<file path="src/rtl/tone_synth_pkg.sv">
// Shared constants and helpers for the tone_synth multi-channel square-wave generator.
// Imported by the interface, the channel sub-module and the top level.
package tone_synth_pkg;

   localparam int MAX_CHANNELS = 8;

   // Half-periods in cycles for a 50 MHz clock.
   localparam int unsigned HP_C4 = 95555;
   localparam int unsigned HP_E4 = 75842;
   localparam int unsigned HP_G4 = 63775;

   // Half-period in cycles for a note given in hundredths of a hertz.
   function automatic int unsigned hp_of(input longint unsigned clock_hz,
                                         input longint unsigned freq_mul_100);
      if (freq_mul_100 == 0) return 0;
      return 32'((clock_hz * 100) / freq_mul_100 / 2);
   endfunction

   // Width of a channel index, never narrower than one bit.
   function automatic int sel_width(input int n);
      return (n > 1) ? $clog2(n) : 1;
   endfunction

endpackage

</file>
<file path="src/rtl/tone_synth_if.sv">
// Controller-side bus of tone_synth: load/select/pitch/enable in, tones and mixer out.
// The duration/done signals exist only when TONE_SYNTH_DURATION_EN is defined.
interface tone_synth_if #(
   parameter int N_CHANNELS = 3,
   parameter int PERIOD_W   = 20
`ifdef TONE_SYNTH_DURATION_EN
   ,
   parameter int DUR_W      = 16
`endif
);
   import tone_synth_pkg::*;

   localparam int SEL_W = sel_width(N_CHANNELS);
   localparam int MIX_W = $clog2(N_CHANNELS + 1);

   logic                  load;
   logic [SEL_W-1:0]      ch_sel;
   logic [PERIOD_W-1:0]   half_period;
   logic [N_CHANNELS-1:0] ch_enable;
   logic [N_CHANNELS-1:0] tone;
   logic                  mix_or;
   logic [MIX_W-1:0]      mix_count;
`ifdef TONE_SYNTH_DURATION_EN
   logic [DUR_W-1:0]      duration;
   logic [N_CHANNELS-1:0] done;

   modport master (
      output load, ch_sel, half_period, ch_enable, duration,
      input  tone, mix_or, mix_count, done
   );
   modport slave (
      input  load, ch_sel, half_period, ch_enable, duration,
      output tone, mix_or, mix_count, done
   );
`else
   modport master (
      output load, ch_sel, half_period, ch_enable,
      input  tone, mix_or, mix_count
   );
   modport slave (
      input  load, ch_sel, half_period, ch_enable,
      output tone, mix_or, mix_count
   );
`endif

endinterface

</file>
<file path="src/rtl/tone_synth_channel.sv">
// One tone channel: programmable half-period divider with a registered square-wave output.
// With TONE_SYNTH_DURATION_EN it also counts down a note length in millisecond ticks.
module tone_synth_channel #(
   parameter int PERIOD_W = 20
`ifdef TONE_SYNTH_DURATION_EN
   ,
   parameter int DUR_W    = 16
`endif
) (
   input  logic                clock,
   input  logic                reset,
   input  logic                load_i,
   input  logic [PERIOD_W-1:0] half_period_i,
   input  logic                enable_i,
   output logic                tone_o
`ifdef TONE_SYNTH_DURATION_EN
   ,
   input  logic                tick_i,
   input  logic [DUR_W-1:0]    duration_i,
   output logic                done_o
`endif
);

   logic [PERIOD_W-1:0] hp_q, hp_d;
   logic [PERIOD_W-1:0] cnt_q, cnt_d;
   logic                tone_q, tone_d;
   logic [PERIOD_W-1:0] hp_run;
`ifdef TONE_SYNTH_DURATION_EN
   logic [DUR_W-1:0]    rem_q, rem_d;
   logic                done_q, done_d;
`endif

   // A load takes effect on the same edge, so the run decision sees the new half-period.
   assign hp_run = load_i ? half_period_i : hp_q;

   always_comb begin
      // NOTE: every combinational output gets a default first so no path can infer a latch.
      hp_d   = hp_q;
      cnt_d  = cnt_q;
      tone_d = tone_q;
`ifdef TONE_SYNTH_DURATION_EN
      rem_d  = rem_q;
      done_d = 1'b0;
`endif

      if (load_i) hp_d = half_period_i;

`ifdef TONE_SYNTH_DURATION_EN
      // Load outranks expiry: the fresh note starts and no done pulse is raised.
      if (load_i) begin
         rem_d = duration_i;
      end else if (tick_i && enable_i && (rem_q != '0)) begin
         rem_d = rem_q - 1'b1;
         if (rem_q == DUR_W'(1)) begin
            hp_d   = '0;
            done_d = 1'b1;
         end
      end
`endif

      if (!enable_i || (hp_run == '0)) begin
         cnt_d  = '0;
         tone_d = 1'b0;
      end else if (load_i) begin
         cnt_d  = '0;
      end else if (cnt_q == hp_q - 1'b1) begin
         cnt_d  = '0;
         tone_d = ~tone_q;
      end else begin
         cnt_d  = cnt_q + 1'b1;
      end
   end

   always_ff @(posedge clock or posedge reset) begin
      if (reset) begin
         hp_q   <= '0;
         cnt_q  <= '0;
         tone_q <= 1'b0;
`ifdef TONE_SYNTH_DURATION_EN
         rem_q  <= '0;
         done_q <= 1'b0;
`endif
      end else begin
         // NOTE: non-blocking assignments keep every register sampling pre-edge values.
         hp_q   <= hp_d;
         cnt_q  <= cnt_d;
         tone_q <= tone_d;
`ifdef TONE_SYNTH_DURATION_EN
         rem_q  <= rem_d;
         done_q <= done_d;
`endif
      end
   end

   assign tone_o = tone_q;
`ifdef TONE_SYNTH_DURATION_EN
   assign done_o = done_q;
`endif

endmodule

</file>
<file path="src/rtl/tone_synth.sv">
// Multi-channel square-wave tone generator with an OR/popcount mixer.
// Define TONE_SYNTH_DURATION_EN to add per-note millisecond durations and done pulses.
module tone_synth
   import tone_synth_pkg::*;
#(
   parameter int CLOCK_FREQUENCY = 50000000,
   parameter int N_CHANNELS      = 3,
   parameter int PERIOD_W        = 20,
   parameter int DUR_W           = 16
) (
   input  logic          clock,
   input  logic          reset,
   tone_synth_if.slave   bus
);

   localparam int SEL_W = sel_width(N_CHANNELS);
   localparam int MIX_W = $clog2(N_CHANNELS + 1);

   if (N_CHANNELS < 1 || N_CHANNELS > MAX_CHANNELS || PERIOD_W < 1 ||
       DUR_W < 1 || CLOCK_FREQUENCY < 1) begin : g_bad_param
      $error("tone_synth: parameter out of range");
   end

   logic [N_CHANNELS-1:0] load_vec;
   logic [N_CHANNELS-1:0] tone_w;
   logic [MIX_W-1:0]      mix_cnt;

`ifdef TONE_SYNTH_DURATION_EN
   localparam int TICK_DIV = (CLOCK_FREQUENCY / 1000 < 1) ? 1 : CLOCK_FREQUENCY / 1000;
   localparam int PRE_W    = (TICK_DIV > 1) ? $clog2(TICK_DIV) : 1;

   logic [PRE_W-1:0]      pre_q, pre_d;
   logic                  tick;
   logic [N_CHANNELS-1:0] done_w;

   // Free-running millisecond prescaler; the tick is the last count of each period.
   assign tick  = (pre_q == PRE_W'(TICK_DIV - 1));
   assign pre_d = tick ? '0 : pre_q + 1'b1;

   always_ff @(posedge clock or posedge reset) begin
      if (reset) pre_q <= '0;
      else       pre_q <= pre_d;
   end

   assign bus.done = done_w;
`endif

   // Select values with no matching channel decode to nothing, so such loads are dropped.
   for (genvar c = 0; c < N_CHANNELS; c++) begin : g_ch
      assign load_vec[c] = bus.load && (bus.ch_sel == SEL_W'(c));

      tone_synth_channel #(
         .PERIOD_W      (PERIOD_W)
`ifdef TONE_SYNTH_DURATION_EN
         ,
         .DUR_W         (DUR_W)
`endif
      ) u_channel (
         .clock         (clock),
         .reset         (reset),
         .load_i        (load_vec[c]),
         .half_period_i (bus.half_period),
         .enable_i      (bus.ch_enable[c]),
         .tone_o        (tone_w[c])
`ifdef TONE_SYNTH_DURATION_EN
         ,
         .tick_i        (tick),
         .duration_i    (bus.duration),
         .done_o        (done_w[c])
`endif
      );
   end

   always_comb begin
      mix_cnt = '0;
      for (int c = 0; c < N_CHANNELS; c++) begin
         mix_cnt = mix_cnt + MIX_W'(tone_w[c]);
      end
   end

   assign bus.tone      = tone_w;
   assign bus.mix_or    = |tone_w;
   assign bus.mix_count = mix_cnt;

endmodule

</file>
<file path="src/flat_wrapper.sv">
// flat-port wrapper written by rule: the top's interface ports become plain ports
module tone_synth_flat import tone_synth_pkg::*;
#(
   parameter int CLOCK_FREQUENCY = 50000000,
   parameter int N_CHANNELS      = 3,
   parameter int PERIOD_W        = 20,
   parameter int DUR_W           = 16
)
  (clock, reset, bus_load, bus_ch_sel, bus_half_period, bus_ch_enable, bus_tone, bus_mix_or, bus_mix_count);
  tone_synth_if #(.N_CHANNELS(N_CHANNELS), .PERIOD_W(PERIOD_W)) bus_i ();
  input  logic clock;
  input  logic reset;
  input wire logic [$bits(bus_i.load)-1:0] bus_load;
  input wire logic [$bits(bus_i.ch_sel)-1:0] bus_ch_sel;
  input wire logic [$bits(bus_i.half_period)-1:0] bus_half_period;
  input wire logic [$bits(bus_i.ch_enable)-1:0] bus_ch_enable;
  output wire logic [$bits(bus_i.tone)-1:0] bus_tone;
  output wire logic [$bits(bus_i.mix_or)-1:0] bus_mix_or;
  output wire logic [$bits(bus_i.mix_count)-1:0] bus_mix_count;
  assign bus_i.load = bus_load;
  assign bus_i.ch_sel = bus_ch_sel;
  assign bus_i.half_period = bus_half_period;
  assign bus_i.ch_enable = bus_ch_enable;
  assign bus_tone = bus_i.tone;
  assign bus_mix_or = bus_i.mix_or;
  assign bus_mix_count = bus_i.mix_count;
  tone_synth #(.CLOCK_FREQUENCY(CLOCK_FREQUENCY), .N_CHANNELS(N_CHANNELS), .PERIOD_W(PERIOD_W), .DUR_W(DUR_W)) u_core (.clock(clock), .reset(reset), .bus(bus_i));
endmodule
</file>
<file path="config.mk">
export PLATFORM = sky130hd
export DESIGN_NAME = tone_synth_flat
export DESIGN_NICKNAME = d
export VERILOG_FILES = /design/src/rtl/tone_synth_pkg.sv /design/src/rtl/tone_synth_if.sv /design/src/rtl/tone_synth_channel.sv /design/src/rtl/tone_synth.sv /design/src/flat_wrapper.sv
export SDC_FILE = /design/constraint.sdc
export NUM_CORES = 1
export LEC_CHECK = 0
export BUFFER_PORTS_ARGS = -buffer_cell sky130_fd_sc_hd__buf_2
export CAP_MARGIN = 20
export CORE_ASPECT_RATIO = 1.5
export CORE_MARGIN = 2
export CORE_UTILIZATION = 40
export DETAILED_ROUTE_END_ITERATION = 16
export GPL_ROUTABILITY_DRIVEN = 1
export PLACE_DENSITY = 0.58
export SYNTH_ARGS = -nofsm -noshare
export SYNTH_HDL_FRONTEND = slang
export SYNTH_SLANG_ARGS = --single-unit
</file>
<file path="constraint.sdc">
create_clock -name clock -period 9.15 [get_ports clock]
set_input_delay 0.915 -clock clock [delete_from_list [all_inputs] [get_ports clock]]
set_output_delay 0.915 -clock clock [all_outputs]
set_load 0.01 [all_outputs]
</file>
Word level (Yosys, flattened, before mapping)
Cells that the tools add are included.

word-level totals
  flip-flop bits (word level) = 123
  bits of input ports = 28
  output and inout bits = 6
  logic and storage cells = 69

operators by class
  $add $sub $neg = 8
  equality and inequality tests = 8
  muxes and demuxes = 21
  bitwise gates (word level) = 3
  reduce and logical (&&, ||, !) cells = 20

operators with widths
  cell                     count
  $mux W20                 12
  $add A20 B1 Y20 const B  3
  $eq A20 B20 Y1           3
  $logic_not A20 Y1        3
  $sub A20 B1 Y20 const B  3
  $mux W1                  9
  $ne A2 B1 Y1 const B     3
  $reduce_and A2 Y1        3
  $reduce_bool A2 Y1       3
  $logic_and A1 B1 Y1      3
  $logic_not A1 Y1         3
  $logic_or A1 B1 Y1       3
  $not A1 Y1               3
  $reduce_or A3 Y1         1
  $add A1 B1 Y2            1
  $add A2 B1 Y2            1
  $eq A2 B1 Y1 const B     1
  $eq A2 B2 Y1 const B     1
  $logic_not A2 Y1         1

Depth between registers and ports, before layout
Gate-level depths: netlist of run 1.

  depth in word-level cells = 7
  depth in mapped cells = 13
  gate-level depth less buffers = 10

Modules after synthesis
Synthesis of run 1 repeated with hierarchy kept, for this count alone.

second synthesis, totals
  cell total of the unflattened synthesis = 781
  area total of the unflattened synthesis = 7,763.7 um2

modules (own cells, without submodules)
  module                                              times used  cells each  area an instance (um2)  seq. area each (um2)
  tone_synth_channel at u_core.g_ch[0].u_channel ...  2           252         2,573.7                 1,026.0
  tone_synth_channel at u_core.g_ch[2].u_channel      1           272         2,565.0                 1,026.0
  tone_synth                                          1           5           51.3                    0.0

Worst setup path before layout of run 1
No wires, ideal clock.

  path kind = input to register
  from = input port bus_ch_sel[1]
  to = register u_core.g_ch[0].u_channel.cnt_q[10]
  library setup time = 0.121 ns
  arrival time = 3.298 ns
  required time = 9.029 ns
  slack = 5.731 ns
  stages = 10
  buffers on the path = 2
  path through = nor3b_1 clkbuf_1 mux2_2 nor4_1 nand2_1 o31ai_1 nor2_1 nand2_1 buf_2 nor2_1

between the ends
  cells in the longest elaborated chain, start to end = 6
  elaborated cells on any way between the ends = 7
  those cells by class = 3 x mux; 4 x reduce/logical

RTL lines
  element                                       RTL line                  source
  from (decl)                                   flat_wrapper.sv:14        input wire logic [$bits(bus_i.ch_sel)-1:0] bus_ch_sel;
  $logic_not A2 Y1 (*)                          tone_synth.sv:50          assign load_vec[c] = bus.load && (bus.ch_sel == SEL_W'(c));
  $logic_and A1 B1 Y1 (*)                       tone_synth.sv:50
  $mux W20                                      n/a
  $logic_not A20 Y1                             tone_synth_channel.sv:61  if (!enable_i || (hp_run == '0)) begin
  $logic_or A1 B1 Y1                            tone_synth_channel.sv:61
  $mux W20 (*)                                  tone_synth_channel.sv:61
  named net u_core.g_ch[0].u_channel.cnt_d[10]  tone_synth_channel.sv:25  logic [PERIOD_W-1:0] cnt_q, cnt_d;
  to (signal assigned)                          tone_synth_channel.sv:86  cnt_q <= cnt_d;
  to (decl)                                     tone_synth_channel.sv:25

The timed path passes the listed nets; every way through them passes the cells marked *.
A chain may end at the register's enable or synchronous reset.

Worst setup path after layout of run 1
  from = register u_core.g_ch[2].u_channel.hp_q[0]
  to = register u_core.g_ch[2].u_channel.cnt_q[11]

between the ends
  cells in the longest elaborated chain, start to end = 5
  elaborated cells on any way between the ends = 8
  those cells by class = 1 x add/sub; 1 x eq/ne; 4 x mux; 2 x reduce/logical

RTL lines
  element                                       RTL line                  source
  from (decl)                                   tone_synth_channel.sv:24  logic [PERIOD_W-1:0] hp_q, hp_d;
  from (signal assigned)                        tone_synth_channel.sv:85  hp_q <= hp_d;
  $sub A20 B1 Y20                               tone_synth_channel.sv:66  end else if (cnt_q == hp_q - 1'b1) begin
  $eq A20 B20 Y1                                tone_synth_channel.sv:66
  $mux W20                                      tone_synth_channel.sv:66
  $mux W20                                      tone_synth_channel.sv:64  end else if (load_i) begin
  $mux W20 (*)                                  tone_synth_channel.sv:61
  named net u_core.g_ch[2].u_channel.cnt_d[11]  tone_synth_channel.sv:25
  to (signal assigned)                          tone_synth_channel.sv:86
  to (decl)                                     tone_synth_channel.sv:25

Marked as above.

==> impl_results.md, run 1 <==
- Status: complete, no violations
- Layout area overhead: 13.19%
- Main combinational cell family by area after synthesis: simple AND/OR/NAND/NOR gates
- Worst Hold Class: reg -> reg
- Peak VDD IR: 103.7 µV
- Initial core utilization: 0.4063
- Worst-Margin Slew: 1.017 ns
- # rows: 61
- Total gr overflow: 0
- Worst EP arrival: 3.94 ns
- Worst Path Required: 9.45 ns
- Mux cell area share after synthesis: 0.08957
- Die Y-Extent: about 170 µm
- Leak: 3.332 nW
- Pwr dens: between 200 and 250 nW/µm²
- Longest Clk Path Bufs: 2
- Post-synthesis net count: between 800 and 900
- Buffers on Ports: 33
- Io pins: 34
- Diodes inserted: 0
- Synthesized area: ~7500 µm²
- Iteration count of the initial detailed-routing pass: 5
- Seq/Total Area, Yosys: 0.4119
- First-pass GRT wire length: between 30000 and 40000 µm
- Final TNS setup: 0 ns
- CP Launch Type: register
- Yosys top cell area share: 0.4119
- Clock share of power: 0.426
- Latest clock arrival within the worst-skew pair: 0.43 ns
- Xor/xnor share of the synthesized area: 0.1395
- PostCTS Resize Cnt: 0
- Post-synth EDFFs: 0
- Tot GR Track Use: 0.2011
- DRC: 0
- DP HPWL: 13890 µm
- Clock Sinks: 123
- Final min period: 3.640 ns
- RSZ-0062 raised after global routing: no
- Number of fill cells: ~1700
- Vias in the first global route: 5938
- Crit share post-route: 0.3978
- H-tree depth: 4
- Logic gate share of total power: 0.173
- Vias: 5835
- Placed Cells: ~1000
- Layout net count: between 800 and 900
- CTS tree: yes
- Final setup fails: 0
- Post-CTS repair timing setup buffer count: 0
- Final hold vios: 0
- Top cell type by total area after synthesis: dfrtp_1
- Die W: 115.6 µm
- Post-route ant nets: 0
- Post-Synth Adder-Cell Area: 0.01272
- Final hold slack: roughly 0.54 ns
- Pint: 1.198 mW
- P_sw: 514.3 µW
- Finished Layout Cells: 1081
- Synth Register Bits: 123
- Max cap viols: 0
- Core area: 18390 µm²
- Share of power burned in registers: 0.401
- Synth top area cells: dfrtp_1 (41%), mux2_2 (8.3%), xnor2_1 (8.2%)
- Drt first-iter violations: 264
- Setup crit end kind: register
- Vias per cell: ~5.4
- Total Wirelength: 18730 µm
- Crit path max fanout: 20
- Largest net degree at the start of global routing: 77
- Max Slew Vio Count: 0
- Hold_buf cts: 0
- Clock-pin slew of the registers on the worst-case setup and hold paths: 0.06 ns
- Die Area: between 15000 and 20000 µm²
- Fmax: 0.2747 GHz
- Primary FF master, synth: dfrtp_1
- Crit path kind: reg -> reg
- WL/cell: 17.33 µm
- Root Buffer: clkbuf_16
- Post-Syn Instances: approximately 800
- Reg area: 3078 µm²
- Synth Area in Simple Gates: 0.2377
- Unique masters post-synth: 63
- Post-Syn Area per Cell: 9.389 µm²
- Fraction of registers with async set/reset: 1.000
- Net Sw Frac: 0.3003
- Clk_skew: 0.01268 ns
- Rel. slew slack: 0.3201
- GP Congestion: 0.8401
- Antenna violations before repair: 0
- Synth Warn #: 0
- Ratio of cells with drive above 1 in the final layout: 0.1725
- CTS Buf Count: 17
- Multi-input logic area: 4160 µm²
- Compound-Gate Fraction of Synth Area: 0.07651
==> critical path, stage by stage (launching register included) <==
cell and delay (ns):
dfrtp_1 0.46, inv_1 0.09, ha_1 0.37, or3b_2 0.57, nor4b_1 0.29, o22ai_1 0.12
a221oi_1 0.44, nand4_1 0.20, a2111o_1 0.42, o211ai_1 0.17, buf_4 0.30, nor2_1 0.08
==> power groups by stage <==
stage	logic (mW)	clock network, mW	registers (mW)
after floorplan	0.248	0	0.657
after global placement	0.293	0	0.696
after detailed placement	0.295	0	0.695
after CTS	0.298	0.745	0.687
after global routing	0.328	0.767	0.699
final	0.295	0.730	0.687
==> kinds of logic after synthesis <==
| logic type | Yosys count |
|---|---|
| AND/OR/NAND/NOR | 349 |
| flip-flops | 123 |
| XOR/XNOR | 119 |
| AO/OA/AOI/OAI | 83 |
| multiplexers | 60 |
| buffers and inverters | 55 |
| adder cells (fa/ha/maj) | 7 |
==> Yosys cell counts (all sizes together), types with 7 or more instances <==
master / count
a21oi: 9
a31oi: 9
and3: 12
buf: 15
clkbuf: 21
dfrtp: 123
inv: 19
mux2: 55
nand2: 46
nand3: 46
nand4: 15
nor2: 113
nor2b: 7
nor3: 21
nor3b: 7
nor4: 33
o21ai: 22
or2: 9
or3: 12
or4: 11
xnor2: 70
xor2: 49
==> placed cells by master (no fill, tap or decap), drive strengths merged, types with 5 or more instances in the layout <==
cell / instances
clkbuf: 17
nand4: 15
xor2: 49
buf: 37
nor3: 21
a211oi: 6
or4: 11
xnor2: 70
inv: 25
nor3b: 7
nor2: 113
nor2b: 7
nor4: 33
nand2: 46
mux2: 55
dfrtp: 123
nand3: 46
a21oi: 9
mux2i: 5
a31oi: 9
o21ai: 22
or3: 12
or2: 9
ha: 6
and3: 12
==> through the flow <==
stage	power [mW]	util	area (µm²)	setup slack (ns)
after global routing	1.794	0.4599	8459	5.317
after detailed placement	0.9903	0.4253	7823	5.438
after CTS	1.730	0.4599	8459	5.559
final	1.713	0.4599	8459	5.510
after floorplan	0.9053	-	7473	4.964
after global placement	0.9884	0.4253	7823	5.458
==> layer usage <==
metal / global-route usage / vias up / part of all wire
li1: - / 2873 / -
met1: 0.2333 / 2847 / 0.41
met2: 0.3664 / 93 / 0.54
met3: 0.03665 / 22 / 0.033
met4: 0.07019 / 0 / 0.016
met5: 0 / - / 0
==> final timing paths <==
kind	depth (start not counted)	start	end	slack [ns]
min in group asynchronous	2	reset	u_core.g_ch[1].u_channel.hp_q[17]	0.57
max reg2reg	11	u_core.g_ch[2].u_channel.hp_q[0]	u_core.g_ch[2].u_channel.cnt_q[11]	5.51
min reg2reg	1	u_core.g_ch[1].u_channel.cnt_q[0]	u_core.g_ch[1].u_channel.cnt_q[0]	0.54
max in group asynchronous	3	reset	u_core.g_ch[0].u_channel.cnt_q[15]	7.18
min	1	u_core.g_ch[1].u_channel.cnt_q[0]	u_core.g_ch[1].u_channel.cnt_q[0]	0.54
max	11	u_core.g_ch[2].u_channel.hp_q[0]	u_core.g_ch[2].u_channel.cnt_q[11]	5.51
==> cell type report <==
type,count,share of cell area
multi-input cells,618,0.4918
flip-flops and latches,123,0.3639
clock buffers,17,0.05029
well taps,252,0.03727
clock inverters,15,0.02500
repair buffers,37,0.02307
inverters,19,0.008727
==> registers in the layout, summed over array words and instances (netlist names) <==
name / count
u_core.g_ch.u_channel.hp_q: 60
u_core.g_ch.u_channel.cnt_q: 60
u_core.g_ch.u_channel.tone_o: 3
Note: power is estimated with default switching activity, not from simulation.
==> run 2: changes to the inputs <==
PLACE_DENSITY = 0.6   (was 0.58)
clock period = 3.2 ns   (was 9.15 ns; I/O delays follow)
==> run 2 against run 1 <==
Effect of this change:
- die area unchanged
- sequential share of layout area decreased by 1.1 points
- sequential cell count unchanged
- register-to-register slack got worse by 5.4 ns
- critical path type unchanged
- critical endpoint is now u_core.g_ch[2].u_channel.cnt_q[8]
- largest cell class unchanged
==> impl_results.md, run 2 (same netlist as run 1, synthesis figures left out) <==
- Crit path kind: reg -> reg
- R2R cell count: 13 (+2)
- Iteration count of the initial detailed-routing pass: 4 (-1)
- Max Slew Vio Count: 0 (unchanged)
- # rows: 61 (unchanged)
- Clock-pin slew of the registers on the worst-case setup and hold paths: 0.06 ns (about the same)
- Slowest cell on the critical path: or3b_2
- CTS Buf Count: 17 (unchanged)
- Die Y-Extent: 171.4 µm (unchanged)
- Leak: 3.460 nW (+3.8%)
- DP HPWL: 14520 µm (+4.6%)
- Reg2reg start: u_core.g_ch[2].u_channel.hp_q[0]
- Status: complete, no violations
- H-tree depth: 4 (unchanged)
- Worst Hold Class: in -> async
- Longest Clk Path Bufs: 2 (unchanged)
- Final min period: 3.066 ns (-0.5736 ns)
- Critical path cell sequence: inv_1 -> ha_1 -> or3b_2 -> buf_4 -> nor4_4 -> xnor2_1 -> o21ai_0 -> nand3_1 -> a2111o_1 -> o211ai_1 -> buf_4 -> clkbuf_16 -> nor2_1
- Pwr dens: 552.2 nW/µm² (+170%)
- CP max stage delay: 0.48 ns (-0.09 ns)
- Clk_skew: 0.009127 ns (-0.003555 ns)
- Post-route ant nets: 0 (unchanged)
- P_sw: 1.494 mW (+190%)
- Vias: 6010 (+3.0%)
- Die W: 115.6 µm (unchanged)
- Root Buffer: clkbuf_16
- Final hold vios: 0 (unchanged)
- Fmax: 0.3261 GHz (+19%)
- Design Power: 4.819 mW (+180%)
- R2R setup slack: 0.13 ns (-5.38 ns)
- Net Sw Frac: 0.3099 (+0.009608)
- Reg area: 3082 µm² (+0.12%)
- Setup crit end kind: register
- Commonest cells after routing, fill and taps aside: dfrtp_1 (120), nor2_1 (113), xnor2_1 (70)
- Initial core utilization: 0.4063 (unchanged)
- Antenna violations before repair: 0 (unchanged)
- Clock share of power: 0.400 (-0.026)
- Final setup fails: 0 (unchanged)
- Diodes inserted: 0 (unchanged)
- Crit share post-route: 0.9582 (+0.5604)
- Io pins: 34 (unchanged)
- Multi-input logic area: 4212 µm² (+1.2%)
- Crit path top cell by count: buf_4
- Pint: 3.326 mW (+180%)
- Vias per cell: 5.429 (+0.58%)
- Latest clock arrival within the worst-skew pair: 0.43 ns (about the same)
- Worst EP arrival: 3.38 ns (-0.56 ns)
- Die Area: 19820 µm² (unchanged)
- GP Congestion: 0.8671 (+3.2%)
- Reg2Reg Capture Point: u_core.g_ch[2].u_channel.cnt_q[8]
- Core area: 18390 µm² (unchanged)
- Crit path max fanout: 10 (-50%)
- Total Wirelength: 18970 µm (+1.3%)
- Worst Path Required: 3.51 ns (-5.94 ns)
- Drt first-iter violations: 226 (-14%)
- Vias in the first global route: 5930 (-0.13%)
- Rel. slew slack: 0.3837 (+0.06357)
- WL/cell: 17.14 µm (-1.1%)
- Total gr overflow: 0 (unchanged)
- Number of fill cells: 1756 (+0.80%)
- Final Cell Area: 8727 µm² (+3.2%)
- Most common cell after layout, fill and taps aside: dfrtp_1
- Final TNS setup: 0 ns (unchanged)
- Layout area overhead: 16.78%
- Largest net degree at the start of global routing: 58 (-25%)
- Area after DPL: 8046 µm² (+2.9%)
- Share of power burned in registers: 0.400 (about the same)
- First-pass GRT wire length: 30370 µm (-1.1%)
- CP Launch Type: register
- Ratio of cells with drive above 1 in the final layout: 0.2105 (+0.03803)
- Tot GR Track Use: 0.2009 (about the same)
- Worst-Margin Slew: 0.9226 ns (-0.09422 ns)
- Peak VDD IR: 327.5 µV (+220%)
- CTS tree: yes
- Layout net count: 877 (+3.1%)
- Buffers on Ports: 33 (unchanged)
- Max cap viols: 0 (unchanged)
- DRC: 0 (unchanged)
- Clock Sinks: 123 (unchanged)
- Logic gate share of total power: 0.200 (+0.027)
- Core Util, Final: 0.4745 (+0.01456)
[run 2: routing by layer]
metal | track usage | share of wire | vias to the layer above
met1 | 0.2296 | 0.41 | 2910
met4 | 0.1121 | 0.045 | 0
met2 | 0.3491 | 0.51 | 131
li1 | - | - | 2920
met5 | 0 | 0 | -
met3 | 0.03700 | 0.031 | 49
[run 2: power groups by stage]
stage / Clock (mW) / Sequential (mW) / Combinational [mW]
2_1_floorplan: 0 / 1.88 / 0.709
3_3_place_gp: 0 / 1.95 / 0.943
4_1_cts: 1.97 / 1.92 / 0.952
5_1_grt: 2.04 / 1.96 / 1.06
6_report: 1.93 / 1.93 / 0.964
3_5_place_dp: 0 / 1.95 / 0.948
[run 2: layout make-up]
| type | count | share of cell area |
|---|---|---|
| flip-flops and latches | 123 | 0.3531 |
| well taps | 252 | 0.03613 |
| clock inverters | 15 | 0.01892 |
| multi-input cells | 618 | 0.4826 |
| repair buffers | 63 | 0.05190 |
| inverters | 19 | 0.008602 |
| clock buffers | 17 | 0.04875 |
[run 2: worst max-delay path: cells and delay by family (launching register included)]
kind / cells / cell delay [ns]
XOR/XNOR: 1 / 0.11
AO/OA/AOI/OAI: 3 / 0.76
adder cells (fa/ha/maj): 1 / 0.16
AND/OR/NAND/NOR: 4 / 0.92
flip-flops: 1 / 0.45
buffers and inverters: 4 / 0.56
[run 2: what timing repair did]
action,CTS,global route
setup endpoints to repair,0,62
hold buffers,0,0
gates resized for setup,0,17
buffers inserted,0,2
[run 2: stage by stage]
stage	hold WS (ns)	setup slack, ns	instances
global placement	0.5231	0.1121	1072
CTS	0.09902	0.09753	1104
global route	0.1633	-0.006648	1107
finish	0.08091	0.1339	1107
detailed placement	0.5270	0.1084	1072
floorplan	0.4382	0.1461	796
[run 2: how the worst max path moves through the flow]
| stage | startpoint | endpoint | slack [ns] | cells past startpoint |
|---|---|---|---|---|
| CTS | u_core.g_ch[0].u_channel.hp_q[0] | u_core.g_ch[0].u_channel.tone_o | 0.1 | 10 |
| finish | u_core.g_ch[2].u_channel.hp_q[0] | u_core.g_ch[2].u_channel.cnt_q[8] | 0.13 | 13 |
| global route | u_core.g_ch[2].u_channel.hp_q[0] | u_core.g_ch[2].u_channel.cnt_q[11] | -0.007 | 13 |
| floorplan | u_core.g_ch[2].u_channel.hp_q[0] | u_core.g_ch[2].u_channel.tone_o | 0.15 | 12 |
| detailed placement | u_core.g_ch[0].u_channel.hp_q[0] | u_core.g_ch[0].u_channel.cnt_q[5] | 0.11 | 11 |
| global placement | u_core.g_ch[1].u_channel.hp_q[0] | u_core.g_ch[1].u_channel.tone_o | 0.11 | 10 |
==> run 3: changes to the inputs <==
CORE_UTILIZATION = 56   (was 40)
PLACE_DENSITY = 0.79   (was 0.6)
==> run 3 against run 2 <==
Effect of this change:
- critical path depth fell by 2
- largest cell class unchanged
- wire length rose by 5.1%
- first-iteration DRC count rose by 100%
- sequential share of layout area rose by 0.40 points
- combinational power rose by 4%
- sequential cell count did not move
- register-to-register slack got worse by 0.05 ns
- sequential power barely moved
==> impl_results.md, run 3 (same netlist as run 1, synthesis figures left out) <==
- Status: complete, no violations
- Pwr dens: 575.1 nW/µm² (+4.1%)
- P_sw: 1.480 mW (-0.91%)
- Number of fill cells: 1052 (-40%)
- Design Power: 4.959 mW (+2.9%)
- Fmax: 0.3214 GHz (-1.5%)
- Critical path cell sequence: inv_1 -> ha_1 -> or3b_2 -> buf_4 -> nor3_2 -> xnor2_1 -> o21ai_0 -> nand3_1 -> a2111o_1 -> or4_1 -> a21boi_1
- Latest clock arrival within the worst-skew pair: 0.42 ns (about the same)
- Share of power burned in registers: 0.392 (-0.008)
- Ratio of cells with drive above 1 in the final layout: 0.2058 (-0.004678)
- Longest Clk Path Bufs: 2 (unchanged)
- Initial core utilization: 0.5741 (+0.1678)
- Layout net count: 877 (unchanged)
- Vias per cell: 6.344 (+17%)
- Commonest cells after routing, fill and taps aside: dfrtp_1 (122), nor2_1 (113), xnor2_1 (70)
- Final Cell Area: 8622 µm² (-1.2%)
- Die W: 98.33 µm (-15%)
- Setup crit end kind: register
- CTS Buf Count: 17 (unchanged)
- Total Wirelength: 19940 µm (+5.1%)
- WL/cell: 19.67 µm (+15%)
- Peak VDD IR: 445.9 µV (+36%)
- Core area: 13020 µm² (-29%)
- Layout area overhead: 15.37%
- Pint: 3.479 mW (+4.6%)
- GP Congestion: 1.029 (+19%)
- Post-route setup slack: 0.08813 ns (-0.04573 ns)
- Post-route ant nets: 0 (unchanged)
- Core Util, Final: 0.6623 (+0.1879)
- Root Buffer: clkbuf_16
- CTS tree: yes
- Io pins: 34 (unchanged)
- Final hold slack: 0.1675 ns (+0.08654 ns)
- Final hold vios: 0 (unchanged)
- Max Slew Vio Count: 0 (unchanged)
- CP Launch Type: register
- Area after DPL: 7910 µm² (-1.7%)
- Die Area: 14300 µm² (-28%)
- Rel. slew slack: 0.4294 (+0.04575)
- Die Y-Extent: 145.5 µm (-15%)
- Worst EP arrival: 3.45 ns (+0.07 ns)
- CP max stage delay: 0.47 ns (about the same)
- Most common cell after layout, fill and taps aside: dfrtp_1
- Clk_skew: 0.007139 ns (-0.001988 ns)
- CP delay by family, top: simple AND/OR/NAND/NOR gates
- Crit share post-route: 0.9725 (+0.01429)
- Buffers on Ports: 33 (unchanged)
- Worst-Margin Slew: 0.8522 ns (-0.07041 ns)
- Max cap viols: 0 (unchanged)
- Total gr overflow: 0 (unchanged)
- Drt first-iter violations: 457 (+100%)
- Final setup fails: 0 (unchanged)
- Slowest cell on the critical path: or3b_2
- Clock-pin slew of the registers on the worst-case setup and hold paths: 0.06 ns (about the same)
- Place WS: 0.02989 ns (-0.07849 ns)
- Final min period: 3.112 ns (+0.04573 ns)
- DRC: 0 (unchanged)
- First-pass GRT wire length: 32660 µm (+7.5%)
- Crit path kind: reg -> reg
- Worst Hold Class: in -> reg
- Clock share of power: 0.406 (+0.006)
- Antenna violations before repair: 0 (unchanged)
- Leak: 3.473 nW (+0.37%)
- Logic gate share of total power: 0.202 (+0.002)
- # rows: 51 (-16%)
- DP HPWL: 14620 µm (+0.65%)
- Bufs and invs on worst path: 2 (-2)
- Worst Path Required: 3.54 ns (+0.03 ns)
- Largest net degree at the start of global routing: 98 (+69%)
- Vias: 6433 (+7.0%)
- Tot GR Track Use: 0.2860 (+0.08504)
- Net Sw Frac: 0.2985 (-0.01146)
- Crit path max fanout: 7 (-3)
- H-tree depth: 4 (unchanged)
- Iteration count of the initial detailed-routing pass: 5 (+1)
- Clock Sinks: 123 (unchanged)
- Diodes inserted: 0 (unchanged)
- Vias in the first global route: 6524 (+10%)
## run 3: cell count changes in the layout (fill, tap and decap cells not counted), sizes merged
cell	previous run	this run
bufinv	2	3
dlygate4sd3	0	1
inv	23	19
clkbuf	18	22
clkinvlp	4	3
clkinv	5	4
## run 3: final timing paths
check	start	to	slack, ns	cells past startpoint
setup reg to reg	u_core.g_ch[2].u_channel.hp_q[0]	u_core.g_ch[2].u_channel.tone_o	0.09	11
hold reg to reg	u_core.g_ch[1].u_channel.cnt_q[0]	u_core.g_ch[1].u_channel.cnt_q[0]	0.54	1
hold / removal	bus_ch_enable[1]	u_core.g_ch[1].u_channel.tone_o	0.17	3
setup / recovery	u_core.g_ch[2].u_channel.hp_q[0]	u_core.g_ch[2].u_channel.tone_o	0.09	11
min in group asynchronous	reset	u_core.g_ch[1].u_channel.cnt_q[5]	0.53	3
max in group asynchronous	reset	u_core.g_ch[2].u_channel.hp_q[0]	1.74	4
## run 3: timing repair
action                                 4_1_cts  5_1_grt
resized for setup                            2       13
hold buffers                                 1        0
setup endpoints to repair                   21       63
buffers inserted                             0        3
endpoints found under the hold margin       26        0
pin swaps                                    0        6
## run 3: power groups by stage
stage | Clock (mW) | Sequential, mW | Combinational, mW
3_3_place_gp | 0 | 1.94 | 0.913
5_1_grt | 2.10 | 1.96 | 1.10
6_report | 2.01 | 1.95 | 1.00
3_5_place_dp | 0 | 1.95 | 0.952
4_1_cts | 2.03 | 1.93 | 0.967
2_1_floorplan | 0 | 1.88 | 0.709
## run 3: worst reg2reg max path, delay by kind of cell, from the launching register on
| family | cells | cell delay, ns |
|---|---|---|
| buffers and inverters | 2 | 0.25 |
| xor gates and xnor gates | 1 | 0.09 |
| DFF | 1 | 0.44 |
| adders and majority gates | 1 | 0.16 |
| AOI/OAI and AO/OA | 3 | 0.83 |
| and+or+nand+nor | 4 | 1.27 |
## run 3: final cells by class
cell class | instances | area [µm²] | area share
clock inverter | 10 | 137.6 | 0.01596
clock buffer | 22 | 484.2 | 0.05616
tap | 159 | 198.9 | 0.02307
timing repair buffer | 63 | 434.2 | 0.05036
sequential | 123 | 3079 | 0.3571
inverter | 19 | 75.07 | 0.008707
multi-input combinational | 618 | 4213 | 0.4886
## run 3: layer usage
metal  share of wire  GRT usage  up-vias  wire length, µm
li1                -          -     2917                -
met1            0.38     0.3368     3148             7526
met2            0.52     0.5092      289            10440
met3           0.057    0.04563       79             1127
met4           0.042     0.1253        0              846
met5               0          0        -                0
## run 3: through the flow
step           TNS (ns)  cells
2_1_floorplan         0    796
3_3_place_gp          0    978
3_5_place_dp          0    978
4_1_cts               0   1011
5_1_grt         -0.3165   1014
6_report              0   1014
